File: src/rtl/rx_sipo_frame_pkg.sv
// Shared serial-port constants and the receive FSM state encoding.
// The transmit side and the start-bit FSM import this package as well.
package rx_sipo_frame_pkg;

    localparam int unsigned SAMPLES_PER_BIT  = 16;
    localparam int unsigned DEF_SAMPLE_POINT = 7;
    localparam int unsigned DEF_DATA_BITS    = 8;
    localparam int unsigned FRAME_BITS       = DEF_DATA_BITS + 2;
    localparam logic        DEF_START_LEVEL  = 1'b1;

    typedef enum logic [1:0] {
        StIdle,
        StRecv,
        StDone
    } rx_state_e;

endpackage

File: src/rtl/rx_bit_counter.sv
// Bit sample counter (BSC) and bit identification counter (BIC), both cleared
// while enable is low, plus a strobe marking the mid-bit sample point.
module rx_bit_counter #(
    parameter int unsigned SAMPLE_POINT = 7
) (
    input  logic       clk,
    input  logic       reset,
    input  logic       enable,
    output logic [3:0] BSC,
    output logic [3:0] BIC,
    output logic       sampleStrobe
);

    logic [3:0] bsc_q, bsc_d;
    logic [3:0] bic_q, bic_d;

    always_comb begin
        bsc_d = '0;
        bic_d = '0;
        if (enable) begin
            bsc_d = bsc_q + 4'd1;
            bic_d = bic_q;
            // BIC saturates so a late enable release never wraps the bit index
            if (bsc_q == 4'd15 && bic_q != 4'd15) begin
                bic_d = bic_q + 4'd1;
            end
        end
    end

    always_ff @(posedge clk) begin
        if (reset) begin
            bsc_q <= '0;
            bic_q <= '0;
        end else begin
            bsc_q <= bsc_d;
            bic_q <= bic_d;
        end
    end

    assign BSC          = bsc_q;
    assign BIC          = bic_q;
    assign sampleStrobe = enable && (bsc_q == 4'(SAMPLE_POINT));

endmodule

File: src/rtl/rx_sipo_frame.sv
// Receive datapath: mid-bit sampling, serial-to-parallel framing and a
// valid/acknowledge handshake with framing-error and sticky overrun status.
module rx_sipo_frame
    import rx_sipo_frame_pkg::*;
#(
    parameter int unsigned DATA_BITS    = DEF_DATA_BITS,
    parameter int unsigned SAMPLE_POINT = DEF_SAMPLE_POINT,
    parameter logic        START_LEVEL  = DEF_START_LEVEL
) (
    input  logic                 clk,
    input  logic                 reset,
    input  logic                 enable,
    input  logic                 bitStream,
    input  logic                 rdAck,
    output logic [3:0]           BSC,
    output logic [3:0]           BIC,
    output logic [DATA_BITS-1:0] data,
    output logic                 dataValid,
    output logic                 frameErr,
    output logic                 overrun
);

    localparam logic [3:0] StopBic = 4'(DATA_BITS + 1);

    logic                 sample_strobe;
    logic                 frame_done;
    rx_state_e            state_q, state_d;
    logic [DATA_BITS-1:0] shift_q, shift_d;
    logic                 false_start_q, false_start_d;
    logic [DATA_BITS-1:0] data_q, data_d;
    logic                 valid_q, valid_d;
    logic                 frame_err_q, frame_err_d;
    logic                 overrun_q, overrun_d;

    rx_bit_counter #(
        .SAMPLE_POINT(SAMPLE_POINT)
    ) u_bit_counter (
        .clk         (clk),
        .reset       (reset),
        .enable      (enable),
        .BSC         (BSC),
        .BIC         (BIC),
        .sampleStrobe(sample_strobe)
    );

    always_comb begin
        state_d       = state_q;
        shift_d       = shift_q;
        false_start_d = false_start_q;
        data_d        = data_q;
        valid_d       = valid_q;
        frame_err_d   = frame_err_q;
        overrun_d     = overrun_q;
        frame_done    = 1'b0;

        unique case (state_q)
            StIdle: begin
                if (enable) begin
                    state_d = StRecv;
                end
            end
            StRecv: begin
                if (sample_strobe) begin
                    if (BIC == 4'd0) begin
                        if (bitStream != START_LEVEL) begin
                            false_start_d = 1'b1;
                        end
                    end else if (BIC == StopBic) begin
                        state_d    = StDone;
                        frame_done = !false_start_q;
                    end else begin
                        for (int unsigned i = 0; i < DATA_BITS; i++) begin
                            if (BIC == 4'(i + 1)) begin
                                shift_d[i] = bitStream;
                            end
                        end
                    end
                end
            end
            StDone: begin
            end
            default: begin
                state_d = StIdle;
            end
        endcase

        // Dropping enable abandons any partial frame
        if (!enable) begin
            state_d       = StIdle;
            shift_d       = '0;
            false_start_d = 1'b0;
        end

        if (rdAck && valid_q) begin
            valid_d   = 1'b0;
            overrun_d = 1'b0;
        end

        // A completing frame wins over a same-cycle acknowledge for dataValid
        if (frame_done) begin
            data_d      = shift_q;
            frame_err_d = (bitStream != ~START_LEVEL);
            valid_d     = 1'b1;
            if (valid_q && !rdAck) begin
                overrun_d = 1'b1;
            end
        end
    end

    always_ff @(posedge clk) begin
        if (reset) begin
            state_q       <= StIdle;
            shift_q       <= '0;
            false_start_q <= 1'b0;
            data_q        <= '0;
            valid_q       <= 1'b0;
            frame_err_q   <= 1'b0;
            overrun_q     <= 1'b0;
        end else begin
            state_q       <= state_d;
            shift_q       <= shift_d;
            false_start_q <= false_start_d;
            data_q        <= data_d;
            valid_q       <= valid_d;
            frame_err_q   <= frame_err_d;
            overrun_q     <= overrun_d;
        end
    end

    assign data      = data_q;
    assign dataValid = valid_q;
    assign frameErr  = frame_err_q;
    assign overrun   = overrun_q;

endmodule

File: config.mk
export PLATFORM = sky130hd
export DESIGN_NAME = rx_sipo_frame
export DESIGN_NICKNAME = d
export VERILOG_FILES = /design/src/rtl/rx_sipo_frame_pkg.sv /design/src/rtl/rx_bit_counter.sv /design/src/rtl/rx_sipo_frame.sv
export SDC_FILE = /design/constraint.sdc
export NUM_CORES = 1
export LEC_CHECK = 0
export ABC_AREA = 1
export ABC_CLOCK_PERIOD_IN_PS = 1500
export BUFFER_PORTS_ARGS = -buffer_cell sky130_fd_sc_hd__buf_2
export CAP_MARGIN = 40
export CORE_MARGIN = 3
export CORE_UTILIZATION = 33
export CTS_CLUSTER_SIZE = 8
export DETAILED_ROUTE_END_ITERATION = 10
export SLEW_MARGIN = 20
export SYNTH_ARGS = -nofsm -noshare
export SYNTH_HDL_FRONTEND = slang
export SYNTH_SLANG_ARGS = --single-unit
File: constraint.sdc
create_clock -name clk -period 1.5 [get_ports clk]
set_input_delay 0.3 -clock clk [delete_from_list [all_inputs] [get_ports clk]]
set_output_delay 0.3 -clock clk [all_outputs]
set_load 0.05 [all_outputs]
# Word-level counts from Yosys, hierarchy flattened

Index checks and enable logic that the tools add are counted.

Register bits after elaboration: 30
Input bits: 5

Add/sub/neg operators: 2
Equal/unequal tests: 17
Multiplexer cells: 13
Bitwise logic cells: 5
Reductions and logical operators: 20

Operators by type and width:

| kind                  | number |
|---|---|
| $reduce_and A5 Y1     | 8 |
| $eq A4 B3 Y1 const B  | 5 |
| $eq A4 B4 Y1 const B  | 3 |
| $mux W1               | 9 |
| $add A4 B1 Y4 const B | 2 |
| $eq A4 B2 Y1 const B  | 2 |
| $reduce_and A4 Y1     | 2 |
| $mux W2               | 3 |
| $ne A2 B2 Y1 const B  | 3 |
| $pmux W2 S3           | 1 |
| $not A1 Y1            | 5 |
| $eq A4 B1 Y1 const B  | 1 |
| $logic_and A1 B1 Y1   | 4 |
| $logic_not A4 Y1      | 1 |
| $ne A4 B4 Y1 const B  | 1 |
| $eq A2 B1 Y1 const B  | 1 |
| $eq A2 B2 Y1 const B  | 1 |
| $logic_not A1 Y1      | 2 |
| $logic_not A2 Y1      | 1 |
| $reduce_bool A2 Y1    | 1 |
| $reduce_or A2 Y1      | 1 |

# Longest topological paths before layout

Depth in word-level cells: 6
Depth in mapped cells: 9

# By module

Synthesis repeated with hierarchy kept, for this count alone.

Cells, all modules: 191
Area total of the unflattened synthesis: 1420.1 µm²

Modules (own cells, without submodules):

| module         | instances | cells an instance | area each (µm²) | seq. area each (µm²) |
|---|---|---|---|---|
| rx_sipo_frame  | 1         | 143               | 1049.8          | 440.4 |
| rx_bit_counter | 1         | 48                | 370.4           | 160.2 |

# Least setup slack after synthesis

OpenSTA, ideal clock, no wires.

Kind: register -> register
Start: register u_bit_counter.bic_q[0] (netlist: u_bit_counter.BIC[0])
End: register data_q[0] (netlist: data[0])
Library setup time: 0.114 ns
Arrival: 1.586 ns
Required time: 1.386 ns
Slack: -0.200 ns
Stages on the path, launching flop included: 9
Buffers on the path: 1
Path through: dfxtp_1 -> inv_1 -> ha_1 -> nand2_1 -> and2_4 -> buf_6 -> nand3b_1 -> nand2_1 -> nor2_1

Cells in the longest elaborated chain, start to end: 5
Elaborated cells on any way between the ends: 6
Those cells by class: eq/ne (1); mux (4); reduce/logical (1)

Ends and longest elaborated chain:

| element                  | line                 | source |
|---|---|---|
| start: declaration       | rx_bit_counter.sv:15 | `logic [3:0] bic_q, bic_d;` |
| start signal: assignment | rx_bit_counter.sv:36 | `bic_q <= bic_d;` |
| $eq A4 B4 Y1             | rx_sipo_frame.sv:68  | `end else if (BIC == StopBic) begin` |
| $mux W1                  | rx_sipo_frame.sv:68  |  |
| $mux W1 *                | rx_sipo_frame.sv:64  | `if (BIC == 4'd0) begin` |
| $mux W1 *                | rx_sipo_frame.sv:63  | `if (sample_strobe) begin` |
| $mux W1 *                | rx_sipo_frame.sv:56  | `unique case (state_q)` |
| end signal: assignment   | rx_sipo_frame.sv:123 | `data_q <= data_d;` |
| end: declaration         | rx_sipo_frame.sv:30  | `logic [DATA_BITS-1:0] data_q, data_d;` |

Every way passes the cells marked *; elsewhere a longest branch is shown, timed or not.
A chain may end at the register's enable or synchronous reset.

# Worst setup path after layout

Start: register u_bit_counter.bsc_q[0] (netlist: u_bit_counter.BSC[0])
End: register data_q[3] (netlist: data[3])

Cells in the longest elaborated chain, start to end: 4

Ends and longest elaborated chain:

| element                  | line                 | source |
|---|---|---|
| start: declaration       | rx_bit_counter.sv:14 | `logic [3:0] bsc_q, bsc_d;` |
| start signal: assignment | rx_bit_counter.sv:35 | `bsc_q <= bsc_d;` |
| $eq A4 B3 Y1             | rx_bit_counter.sv:42 | `assign sampleStrobe = enable && (bsc_q == 4'(SAMPLE_POINT));` |
| $logic_and A1 B1 Y1      | rx_bit_counter.sv:42 |  |
| $mux W1                  | rx_sipo_frame.sv:63  |  |
| $mux W1                  | rx_sipo_frame.sv:56  |  |

No other way between the ends.

==> flow_summary.toml <==
[clock_network]
cts.sinks = 30
htreeDepth = 2
cts_made_buffers = 5
postCtsSetupBuffers = 0
cts_tree = "yes"
clockBufferDepth = 2
clk_pin_slew_ns = 0.07
clkLatencyLatePin_ns = 0.28
cts-root-buf = "clkbuf_8"

[logic_synthesis]
syn_nets = 197
ys_seq_area_share_pct = 43.1
synth_area_sq_um = 1390
avgSynthCellArea_sq_um = 7.45
synth_cells = 187
yosys_register_bits = 30
ys_warn_count = 0
synth_cell_types = 23

[placed_design]
routabilityCongestion = 0.790
hpwl_mm = 2.04
port-buffer-count = 23
dp_slack_ns = 0.138
placed_cell_area_sq_um = 1600

[hold_path]
min_path_type = "input pin to flop"
min-delay-start = "reset"
whs_path_depth = 2
holdPathEnd = "dataValid"

[outcome]
status = "completed"

[sta]
finalCriticalPeriod_ns = 1.35
worst_pin_slew_ns = 0.280
relSlewSlack_pct = 81.2
rsz0062_at_grt = "false"
fin_ws_ns = 0.145
timing.setup.tns_ns = 0
clock_skew_ns = 0.00560
fmax_mhz = 738
drv_slew = 0
hold_violations = 0
post-route-period-util_pct = 90.3
setup_viol_count_final = 0

[worst_setup_path]
reg2reg_setup_slack_ns = 0.15
cp.required_ns = 1.72
worstSetupPathType = "flop to flop"
timing.rr.end = "data[3]"
reg2regPathDepth = 9
crit_fanout = 9
timing.rr.start = "u_bit_counter.BSC[0]"
arrival_ns = 1.58
cp-end-kind = "flop"
worst_setup_path_start_kind = "flop"

[detailed_routing]
wire_per_inst_microns = 10.2
vias = 1207
drc_errors = 0
drtIter0Drc = 64
drtPass1Iterations = 4
antenna_left = 0
routed_wl_mm = 2.71
viasPerCell = 4.54

[power]
clkPwrFrac_pct = 43.6
irDropWorstVdd_mv = 0.460
p_leak_nw = 0.730
p_seq_share_pct = 51.7
intPower_mw = 1.19
switching_share_pct = 23.4
switching_power_mw = 0.364
power_density_nw_per_um2 = 920
p_comb_share_pct = 4.6

[cells_and_area]
drive_gt1_share_pct = 26.1
seqCellArea_sq_um = 606
final_cell_mix = "nor2_1, nand2_1, dfxtp_1"
fin_nets = 227
fillCellCount = 419
diodes = 0
area_delta_synth_final_pct = 21.5
final_common_cell = "nor2_1"
stdcell_area_sq_um = 1690
multi_input_area_sq_um = 688

[floorplanning]
pin_count = 24
coreArea_sq_um = 3850
die_w_microns = 71.0
dieArea_sq_um = 5040
rows = 22
die_h_microns = 71.0
start_util_pct = 36.2

[flow_run]
maxCapViolations = 0

[global_route]
grt_pass1_wl_mm = 4.67
gr-total-overflow = 0
grt_pass1_vias = 1067
grt_usage_pct = 11.6
grt_antenna_before_repair = 0
grt_max_degree = 11
-- layout make-up --
type / instances / area share [%]
clock buffer: 6 / 4.87
multi-input combinational: 133 / 40.6
timing repair buffer: 27 / 10.0
clock inverter: 2 / 0.739
sequential: 30 / 35.7
tap: 48 / 3.55
inverter: 20 / 4.43
-- cell usage after synthesis --
cell type / n / share of area (%)
nor2_1: 42 / 11
and2_4: 1 / 0.63
buf_2: 2 / 0.72
nor3_1: 3 / 1.1
nand3_2: 3 / 2.2
inv_2: 4 / 1.1
clkinv_1: 1 / 0.27
dfxtp_1: 30 / 43
nor2_2: 1 / 0.45
nor2_4: 3 / 2.4
ha_1: 5 / 4.5
or2_2: 1 / 0.45
and3_1: 1 / 0.45
buf_6: 2 / 1.6
o21ai_0: 6 / 2.2
nand3_1: 11 / 3.9
nand2_2: 3 / 1.3
nand3b_1: 8 / 4.3
xor2_1: 1 / 0.63
o21bai_1: 1 / 0.54
inv_1: 15 / 4.0
a21oi_1: 14 / 5.0
nand2_1: 29 / 7.8
-- cell families after synthesis --
group,share of synthesized area [%]
AO/OA/AOI/OAI,7.72
XOR/XNOR,0.628
adder cells (fa/ha/maj),4.49
buffers and inverters,7.72
flip-flops,43.1
AND/OR/NAND/NOR,36.4
-- state kept, by name, indices dropped and copies added (netlist names), named ones only --
name	count
state_q	2
frameErr	1
u_bit_counter.BSC	4
dataValid	1
data	8
u_bit_counter.BIC	4
shift_q	8
false_start_q	1
-- power groups by stage --
stage          clock network [mW]  registers (mW)  logic [mW]
3_5_place_dp                    0           0.824      0.0720
2_1_floorplan                   0           0.833      0.0419
3_3_place_gp                    0           0.824      0.0722
4_1_cts                     0.703           0.806      0.0722
6_report                    0.680           0.806      0.0722
5_1_grt                     0.745           0.807      0.0811
-- through the flow --
step,power [mW],utilization (%),cells,hold slack [ns]
after global routing,1.63,44.0,266,0.184
after CTS,1.58,43.9,266,0.179
final,1.56,44.0,266,0.189
after global placement,0.897,41.4,258,0.417
after floorplan,0.875,-,187,0.369
after detailed placement,0.896,41.4,258,0.418
-- timing repair --
action | CTS | global route
resized for setup | 0 | 2
setup endpoints to repair | 0 | 3
hold buffers | 0 | 0
hold endpoints to repair | 0 | 0
-- critical path, stage by stage (launching register included) --
cell and delay, ns:
dfxtp_2 0.35, ha_1 0.18, nand2_2 0.08, nor2_4 0.15, inv_2 0.07, nor2_4 0.12, nand2_2 0.07, inv_2 0.13
nor2_1 0.05, nor2_1 0.09
-- worst max-delay path by stage --
stage | from | to | cells past startpoint
2_1_floorplan | u_bit_counter.BSC[0] | data[0] | 9
3_3_place_gp | u_bit_counter.BSC[0] | data[5] | 9
3_5_place_dp | u_bit_counter.BSC[0] | data[3] | 9
4_1_cts | u_bit_counter.BIC[2] | BIC[2] | 1
5_1_grt | u_bit_counter.BIC[0] | data[6] | 8
6_report | u_bit_counter.BSC[0] | data[3] | 9
-- per-layer routing --
metal  track usage (%)  share of wire, %
met2              18.5                45
met4              3.76              0.70
met1              13.8                49
met5                 0                 0
met3              5.54               4.8
No activity file was read; power rests on OpenSTA's default activity.
